===== src/rtl/sqrt_param_pkg.sv =====
// Shared definitions for the iterative square-root block and its add/sub handshake.
package sqrt_param_pkg;

    // FSM state encoding (2 bits)
    typedef enum logic [1:0] {
        ST_IDLE     = 2'd0,
        ST_WORK     = 2'd1,
        ST_WAIT_SUB = 2'd2,
        ST_DONE     = 2'd3
    } sqrt_state_t;

    // Operation select for the shared add/sub unit; common to all of its clients
    localparam logic ADDSUB_SUB = 1'b0;
    localparam logic ADDSUB_ADD = 1'b1;

endpackage


===== src/rtl/sqrt_param.sv =====
// Iterative integer square root: y = floor(sqrt(x)), rem = x - y*y.
// All subtractions are delegated to an external shared add/sub unit via req/ready.
module sqrt_param
    import sqrt_param_pkg::*;
#(
    parameter int unsigned WIDTH = 16
) (
    input  logic                 clk_i,
    input  logic                 rst_i,
    input  logic                 start_i,
    input  logic [WIDTH-1:0]     x_bi,
    output logic                 busy_o,
    output logic                 done_o,
    output logic [WIDTH/2-1:0]   y_bo,
    output logic [WIDTH/2:0]     rem_bo,
    output logic                 addsub_req,
    output logic                 addsub_mode,
    output logic [WIDTH-1:0]     addsub_a,
    output logic [WIDTH-1:0]     addsub_b,
    input  logic                 addsub_ready,
    input  logic [WIDTH-1:0]     addsub_res
);

    localparam int unsigned RW = WIDTH / 2;
    localparam logic [WIDTH-1:0] M_INIT = WIDTH'(1) << (WIDTH - 2);

    sqrt_state_t        r_state, w_state_nxt;
    logic [WIDTH-1:0]   r_x, w_x_nxt;
    logic [WIDTH-1:0]   r_y, w_y_nxt;
    logic [WIDTH-1:0]   r_m, w_m_nxt;
    logic [WIDTH-1:0]   r_a, w_a_nxt;
    logic [WIDTH-1:0]   r_b, w_b_nxt;
    logic [RW-1:0]      r_y_out, w_y_out_nxt;
    logic [RW:0]        r_rem, w_rem_nxt;
    logic               r_busy;
    logic               r_done;
    logic               r_req;
    logic [WIDTH-1:0]   w_b;

    // Trial subtrahend for the current iteration
    assign w_b = r_y | r_m;

    // State register
    always_ff @(posedge clk_i or negedge rst_i) begin
        if (!rst_i) begin
            r_state <= ST_IDLE;
        end else begin
            r_state <= w_state_nxt;
        end
    end

    // Next-state and datapath update logic
    always_comb begin
        w_state_nxt = r_state;
        w_x_nxt     = r_x;
        w_y_nxt     = r_y;
        w_m_nxt     = r_m;
        w_a_nxt     = r_a;
        w_b_nxt     = r_b;
        w_y_out_nxt = r_y_out;
        w_rem_nxt   = r_rem;
        case (r_state)
            ST_IDLE: begin
                if (start_i) begin
                    w_x_nxt     = x_bi;
                    w_y_nxt     = '0;
                    w_m_nxt     = M_INIT;
                    w_state_nxt = ST_WORK;
                end
            end
            ST_WORK: begin
                if (r_m == '0) begin
                    w_y_out_nxt = r_y[RW-1:0];
                    w_rem_nxt   = r_x[RW:0];
                    w_state_nxt = ST_DONE;
                end else if (r_x >= w_b) begin
                    w_a_nxt     = r_x;
                    w_b_nxt     = w_b;
                    w_y_nxt     = (r_y >> 1) | r_m;
                    w_m_nxt     = r_m >> 2;
                    w_state_nxt = ST_WAIT_SUB;
                end else begin
                    w_y_nxt     = r_y >> 1;
                    w_m_nxt     = r_m >> 2;
                end
            end
            ST_WAIT_SUB: begin
                if (addsub_ready) begin
                    w_x_nxt     = addsub_res;
                    w_state_nxt = ST_WORK;
                end
            end
            ST_DONE: begin
                w_state_nxt = ST_IDLE;
            end
            default: begin
                w_state_nxt = ST_IDLE;
            end
        endcase
    end

    // Datapath and registered status outputs (status derived from the upcoming state)
    always_ff @(posedge clk_i or negedge rst_i) begin
        if (!rst_i) begin
            r_x     <= '0;
            r_y     <= '0;
            r_m     <= M_INIT;
            r_a     <= '0;
            r_b     <= '0;
            r_y_out <= '0;
            r_rem   <= '0;
            r_busy  <= 1'b0;
            r_done  <= 1'b0;
            r_req   <= 1'b0;
        end else begin
            r_x     <= w_x_nxt;
            r_y     <= w_y_nxt;
            r_m     <= w_m_nxt;
            r_a     <= w_a_nxt;
            r_b     <= w_b_nxt;
            r_y_out <= w_y_out_nxt;
            r_rem   <= w_rem_nxt;
            r_busy  <= (w_state_nxt != ST_IDLE);
            r_done  <= (w_state_nxt == ST_DONE);
            r_req   <= (w_state_nxt == ST_WAIT_SUB);
        end
    end

    assign busy_o      = r_busy;
    assign done_o      = r_done;
    assign y_bo        = r_y_out;
    assign rem_bo      = r_rem;
    assign addsub_req  = r_req;
    assign addsub_mode = ADDSUB_SUB;
    assign addsub_a    = r_a;
    assign addsub_b    = r_b;

endmodule


===== config.mk =====
export PLATFORM = sky130hd
export DESIGN_NAME = sqrt_param
export DESIGN_NICKNAME = d
export VERILOG_FILES = /design/src/rtl/sqrt_param_pkg.sv /design/src/rtl/sqrt_param.sv
export SDC_FILE = /design/constraint.sdc
export NUM_CORES = 1
export LEC_CHECK = 0
export ABC_AREA = 1
export CORE_ASPECT_RATIO = 0.75
export CORE_UTILIZATION = 55
export DETAILED_ROUTE_END_ITERATION = 10
export PLACE_DENSITY = 0.89
export SLEW_MARGIN = 40
export SYNTH_ARGS = -nofsm -noshare
export SYNTH_HDL_FRONTEND = slang
export SYNTH_SLANG_ARGS = --single-unit

===== constraint.sdc =====
create_clock -name clk_i -period 3.3 [get_ports clk_i]
set_clock_uncertainty 0.1 [all_clocks]
set_input_delay 0.495 -clock clk_i [delete_from_list [all_inputs] [get_ports clk_i]]
set_output_delay 0.495 -clock clk_i [all_outputs]
set_load 0.005 [all_outputs]

==> results of run 1 <==
-- flip-flops by register name, summed over array words and instances (netlist names) --
signal      count
addsub_a       16
done_o          1
addsub_b       15
r_y            15
r_x            16
addsub_req      1
rem_bo          9
busy_o          1
r_state         2
y_bo            8
r_m             8
-- power breakdown --
part           switching [uW]  internal, uW  leakage, uW
combinational            1450          1100      0.00117
sequential                365          1610      0.00117
clock                     378           444     0.000109
total                    2200          3150      0.00245
-- layout make-up --
class                      count  area share (%)
sequential                    92           43.76
multi-input combinational    302           29.88
timing repair buffer          89           17.09
inverter                      39           2.781
clock buffer                  11           2.686
tap                          101           2.401
clock inverter                 4           1.402
-- routing by layer --
layer | vias up | track usage (%)
met4 | 0 | 10.00
met5 | - | 0
met1 | 1637 | 37.29
li1 | 1630 | -
met3 | 21 | 5.315
met2 | 162 | 39.13
-- critical path, cell delays in order, from the launching register on --
cell and delay, ns:
dfstp_2 0.57, nor2_1 0.08, ha_1 0.28, nand2_1 0.08, nor3_1 0.27, nand2_1 0.13, nand2_2 0.29, nand2_2 0.32
buf_12 0.28, nand2_1 0.11, o21ai_2 0.07
-- cell families (layout without fill, tap and decap cells) --
kind of cell	count (synthesis)	after routing	synth area share, %
simple gates	204	204	20.30
other cells	1	2	0.08987
flops	92	92	55.20
buf+inv	61	143	7.196
compound gates	81	81	12.71
fa+ha+maj	15	15	4.498
-- cell usage in the layout (no fill, tap or decap) --
cell | netlist | layout
nand2_1 | 133 | 133
dfrtp_1 | 91 | 91
clkdlybuf4s50_1 | 0 | 85
nor2_1 | 32 | 32
inv_1 | 31 | 31
nand3_1 | 28 | 28
o21ai_2 | 21 | 21
o21ai_1 | 18 | 18
a31oi_1 | 16 | 16
ha_1 | 15 | 15
clkbuf_8 | 0 | 11
o21ai_0 | 10 | 10
inv_2 | 8 | 8
o22ai_1 | 7 | 7
a21oi_1 | 6 | 6
nor2_4 | 4 | 4
nand4_1 | 3 | 3
nand2_2 | 2 | 2
conb_1 | 1 | 2
bufinv_16 | 0 | 2
buf_4 | 2 | 2
o21a_1 | 1 | 1
nor3_1 | 1 | 1
a21oi_2 | 1 | 1
nor2_2 | 1 | 1
a21oi_4 | 1 | 1
clkbuf_1 | 3 | 1
clkinv_2 | 0 | 1
clkinv_4 | 0 | 1
buf_12 | 0 | 1
dfstp_2 | 1 | 1
-- through the flow --
step | hold slack, ns | total power (uW) | cells
finish | 0.07557 | 5351 | 638
global route | 0.1412 | 5751 | 638
CTS | 0.1289 | 5356 | 638
detailed placement | 0.3626 | 4524 | 623
global placement | 0.3544 | 4369 | 623
floorplan | 0.09941 | 3545 | 455
-- how the worst max path moves through the flow --
stage	endpoint	cells after the start	slack [ns]	start
2_1_floorplan	addsub_a[4]	16	1.35	r_m[0]
3_3_place_gp	addsub_b[4]	10	0.73	r_m[14]
3_5_place_dp	addsub_a[2]	9	0.64	r_m[14]
4_1_cts	addsub_b[7]	10	0.62	r_m[14]
5_1_grt	addsub_a[1]	14	0.41	r_m[0]
6_report	addsub_b[7]	10	0.61	r_m[14]
==> flow_metrics.py, run 1 <==
metrics = {
    "run_status": {
        "outcome": "finished, final reports clean",
    },
    "cts": {
        "cts_hold_buf": 0,
        "cts_root_buf": "clkbuf_8",
        "clock_path_buffers": 2,
        "cts_resized": 0,
        "postCtsSetupRepairBufs": 0,
        "clk_pin_slew_ns": 0.09,
        "clk_latency_ns": 0.36,
        "clock-sinks": 92,
        "htreeDepth": 3,
        "cts_buffers": 9,
        "cts_tree": "yes",
    },
    "synthesis": {
        "yosys_most_used_dff": "dfrtp_1",
        "ys_ff_latch": 92,
        "ys_seq_area_share_pct": 55.20,
        "synth_area_leaders": "dfrtp_1 55%, nand2_1 12%, ha_1 4.5%, o21ai_2 4.4%, nand3_1 3.4%",
        "synth.distinct_cells": 28,
        "ys_async_sr_fraction_pct": 100.0,
        "yosys-top-cells-count": "133 x nand2_1, 91 x dfrtp_1, 32 x nor2_1",
        "synthMostInstantiatedCell": "nand2_1",
        "syn_area_sq_um": 4173,
        "yosysTopAreaCell": "dfrtp_1",
        "syn_inst": 454,
        "synth_edf_count": 0,
        "avgSynthCellArea_sq_um": 9.191,
        "yosysWarnings": 0,
        "yosysTopAreaCellShare_pct": 54.57,
    },
    "floorplanning": {
        "die_x_microns": 102.6,
        "die_h_microns": 77.44,
        "initial_core_util_pct": 56.92,
        "std_cell_rows": 27,
        "coreArea_sq_um": 7331,
        "dieArea_sq_um": 7943,
        "pin_count": 89,
    },
    "timing": {
        "hold_viol": 0,
        "min_period_ns": 2.692,
        "setup_viol": 0,
        "period_share_pct": 81.57,
        "tightest_slew_ns": 0.6927,
        "maxSlewViolCount": 0,
        "rsz0062_at_grt": "no",
        "fmax_ghz": 0.3715,
        "slew_headroom_pct": 53.82,
        "setup_tns_ns": 0,
        "final.setup.worst_slack_ns": 0.6082,
    },
    "job": {
        "maxCapViolations": 0,
    },
    "cells_and_area": {
        "design_area_sq_um": 5264,
        "antennaDiodeCount": 0,
        "multi_input_area_sq_um": 1573,
        "drive_gt1_share_pct": 10.61,
        "area_delta_synth_final_pct": 26.15,
        "fillers": 553,
        "nets": 584,
        "regArea_sq_um": 2303,
        "finish.utilization_pct": 71.80,
    },
    "setup_path": {
        "rrSetupSlack_ns": 0.61,
        "crit_arrival_ns": 2.84,
        "end_kind": "register",
        "rr_endpoint": "addsub_b[7]",
        "r2r_cells": 10,
        "critical_path_class": "register to register",
        "worstSetupStartpointType": "register",
        "critical_path_peak_fanout": 39,
        "reg2reg_from": "r_m[14]",
        "crit_required_ns": 3.45,
    },
    "global_route": {
        "antenna_found_initial": 0,
        "grt_util_all_layers_pct": 26.07,
        "grt_pass1_vias": 3282,
        "grt_pass1_wl_microns": 15610,
        "grt_max_degree": 93,
        "gr-total-overflow": 0,
    },
    "route": {
        "wl_met3_microns": 619,
        "vias": 3450,
        "wl_per_cell_microns": 14.87,
        "viasPerCell": 5.408,
        "wl_microns": 9490,
        "route.detailed.drc": 0,
        "drtIter0Drc": 328,
        "firstDrtPassIters": 6,
        "wl_met2_microns": 4441,
        "drt-met1-wl_microns": 4246,
        "top_layer": "met4",
        "drtAntennaViolNets": 0,
    },
    "placed_design": {
        "place_ws_ns": 0.6398,
        "hpwlAfterDp_microns": 6936,
        "gp_congestion": 0.8158,
        "place.port_buffers": 86,
        "placed_area_sq_um": 5046,
    },
    "pwr": {
        "power_density_nw_per_um2": 1017,
        "ir_drop_mv": 0.3905,
        "p_leak_uw": 0.002449,
    },
    "hold_path": {
        "min_path_type": "input port to asynchronous set/reset pin",
    },
}
(Power assumes the default switching activity.)
==> inputs of run 2 (changes only) <==
- CORE_UTILIZATION: 55 -> 51
- PLACE_DENSITY: 0.89 -> 0.84
- clock period: 3.3 -> 2.6 ns (I/O delays scaled with it)
==> flow_metrics.py, run 2 (synthesis gave the netlist of run 1 again) <==
metrics = {
    "global_route": {
        "grt_max_degree": 57,
        "grt_pass1_wl_microns": 15850,
        "antenna_found_initial": 0,
        "grt_pass1_vias": 3271,
        "grt_util_all_layers_pct": 24.53,
        "gr-total-overflow": 0,
    },
    "timing": {
        "setup_tns_ns": 0,
        "min_period_ns": 2.314,
        "tightest_slew_ns": 0.5827,
        "maxSlewViolCount": 0,
        "rsz0062_at_grt": "no",
        "holdWs_ns": 0.3751,
        "setup_viol": 0,
        "period_share_pct": 88.98,
        "slew_headroom_pct": 61.15,
        "hold_viol": 0,
        "fmax_ghz": 0.4322,
    },
    "floorplanning": {
        "initial_core_util_pct": 52.70,
        "pin_count": 89,
        "dieArea_sq_um": 8551,
        "die_h_microns": 80.34,
        "std_cell_rows": 28,
        "die_x_microns": 106.4,
        "coreArea_sq_um": 7918,
    },
    "cts": {
        "clk_pin_slew_ns": 0.08,
        "cts_root_buf": "clkbuf_8",
        "clk_latency_ns": 0.36,
        "clock-sinks": 92,
        "clock_path_buffers": 2,
        "cts_buffers": 9,
        "cts_tree": "yes",
        "htreeDepth": 3,
    },
    "pwr": {
        "finalPower_uw": 6718,
        "power_density_nw_per_um2": 1273,
        "p_leak_uw": 0.002456,
        "ir_drop_mv": 0.4876,
    },
    "setup_path": {
        "crit_arrival_ns": 2.49,
        "critical_path_class": "register to register",
        "worstSetupStartpointType": "register",
        "crit_required_ns": 2.78,
        "critical_path_peak_fanout": 56,
        "end_kind": "register",
    },
    "route": {
        "wl_microns": 9685,
        "wl_per_cell_microns": 14.97,
        "viasPerCell": 5.303,
        "route.detailed.drc": 0,
        "drtAntennaViolNets": 0,
        "firstDrtPassIters": 5,
        "vias": 3431,
        "drtIter0Drc": 221,
    },
    "cells_and_area": {
        "design_area_sq_um": 5278,
        "antennaDiodeCount": 0,
        "layout_common_cells": "133 x nand2_1, 91 x dfrtp_1, 85 x clkdlybuf4s50_1, 32 x nor2_1, 31 x inv_1",
        "drive_gt1_share_pct": 11.07,
        "final_common_cell": "nand2_1",
        "nets": 588,
        "fillers": 645,
        "area_delta_synth_final_pct": 26.48,
    },
    "run_status": {
        "outcome": "finished, final reports clean",
    },
    "placed_design": {
        "placed_area_sq_um": 5070,
        "hpwlAfterDp_microns": 6887,
        "place.port_buffers": 86,
        "gp_congestion": 0.8435,
    },
    "hold_path": {
        "min_path_type": "register to register",
    },
    "job": {
        "maxCapViolations": 0,
    },
}
## run 2: cell count changes in the layout (fill, tap and decap cells not counted)
cell | before | now
clkbuf_1 | 1 | 2
buf_6 | 0 | 1
dlygate4sd3_1 | 0 | 1
clkinv_2 | 1 | 2
buf_4 | 2 | 5
clkbuf_8 | 11 | 10
bufinv_16 | 2 | 1
## run 2: path summary, 6_finish.rpt
kind | from | endpoint | slack [ns] | cells past startpoint
min in group asynchronous | rst_i | done_o | 0.47 | 2
worst max-delay path | r_y[2] | addsub_a[5] | 0.29 | 14
worst min-delay path | y_bo[6] | y_bo[6] | 0.38 | 2
worst max register to register | r_y[2] | addsub_a[5] | 0.29 | 14
worst min register to register | y_bo[6] | y_bo[6] | 0.38 | 2
max in group asynchronous | rst_i | r_m[14] | 1.23 | 3
## run 2: cell type report
| class | instances | area [sq um] | share of cell area, % |
|---|---|---|---|
| Clock inverter | 4 | 48.80 | 0.9246 |
| Clock buffer | 12 | 145.1 | 2.750 |
| Sequential cell | 92 | 2303 | 43.65 |
| Multi-Input combinational cell | 302 | 1573 | 29.80 |
| Tap cell | 105 | 131.4 | 2.489 |
| Inverter | 39 | 146.4 | 2.774 |
| Timing Repair Buffer | 93 | 929.6 | 17.61 |
## run 2: per-layer routing
layer  up-vias  GRT usage, %  part of all wire, %
li1       1637             -                    -
met1      1614         32.84                   45
met2       163         39.74                   46
met3        17         5.601                  7.6
met4         0         8.219                  1.8
met5         -             0                    0
## run 2: power breakdown
group / total [uW] / internal, uW / switching [uW]
clock network: 962 / 471 / 492
registers: 2510 / 2050 / 463
logic: 3250 / 1400 / 1850
## run 2: through the flow
stage          setup WS (ns)  util, %  cells
4_1_cts               0.1907    66.61    647
3_5_place_dp          0.2134    64.03    630
5_1_grt              0.07163    66.66    647
6_report              0.2864    66.66    647
2_1_floorplan         0.6501        -    455
3_3_place_gp          0.2726    64.03    630
## run 2: worst max-delay path, stage by stage, from the launching register on
cell	delay, ns
dfrtp_1	0.43
nor2_1	0.24
ha_1	0.28
nand2_1	0.08
nor2_1	0.05
nor2_1	0.09
nand2_1	0.06
nand2_1	0.06
nand2_1	0.04
nand2_1	0.09
nand2_2	0.07
nand2_2	0.06
buf_6	0.37
nand2_1	0.11
o21ai_0	0.10
## run 2: repair_timing
| item | 4_1_cts | 5_1_grt |
|---|---|---|
| endpoints found under the setup margin | 0 | 30 |
| resized for setup | 0 | 1 |
| endpoints found under the hold margin | 45 | 0 |
| buffers inserted | 0 | 0 |
| hold buffers | 1 | 0 |
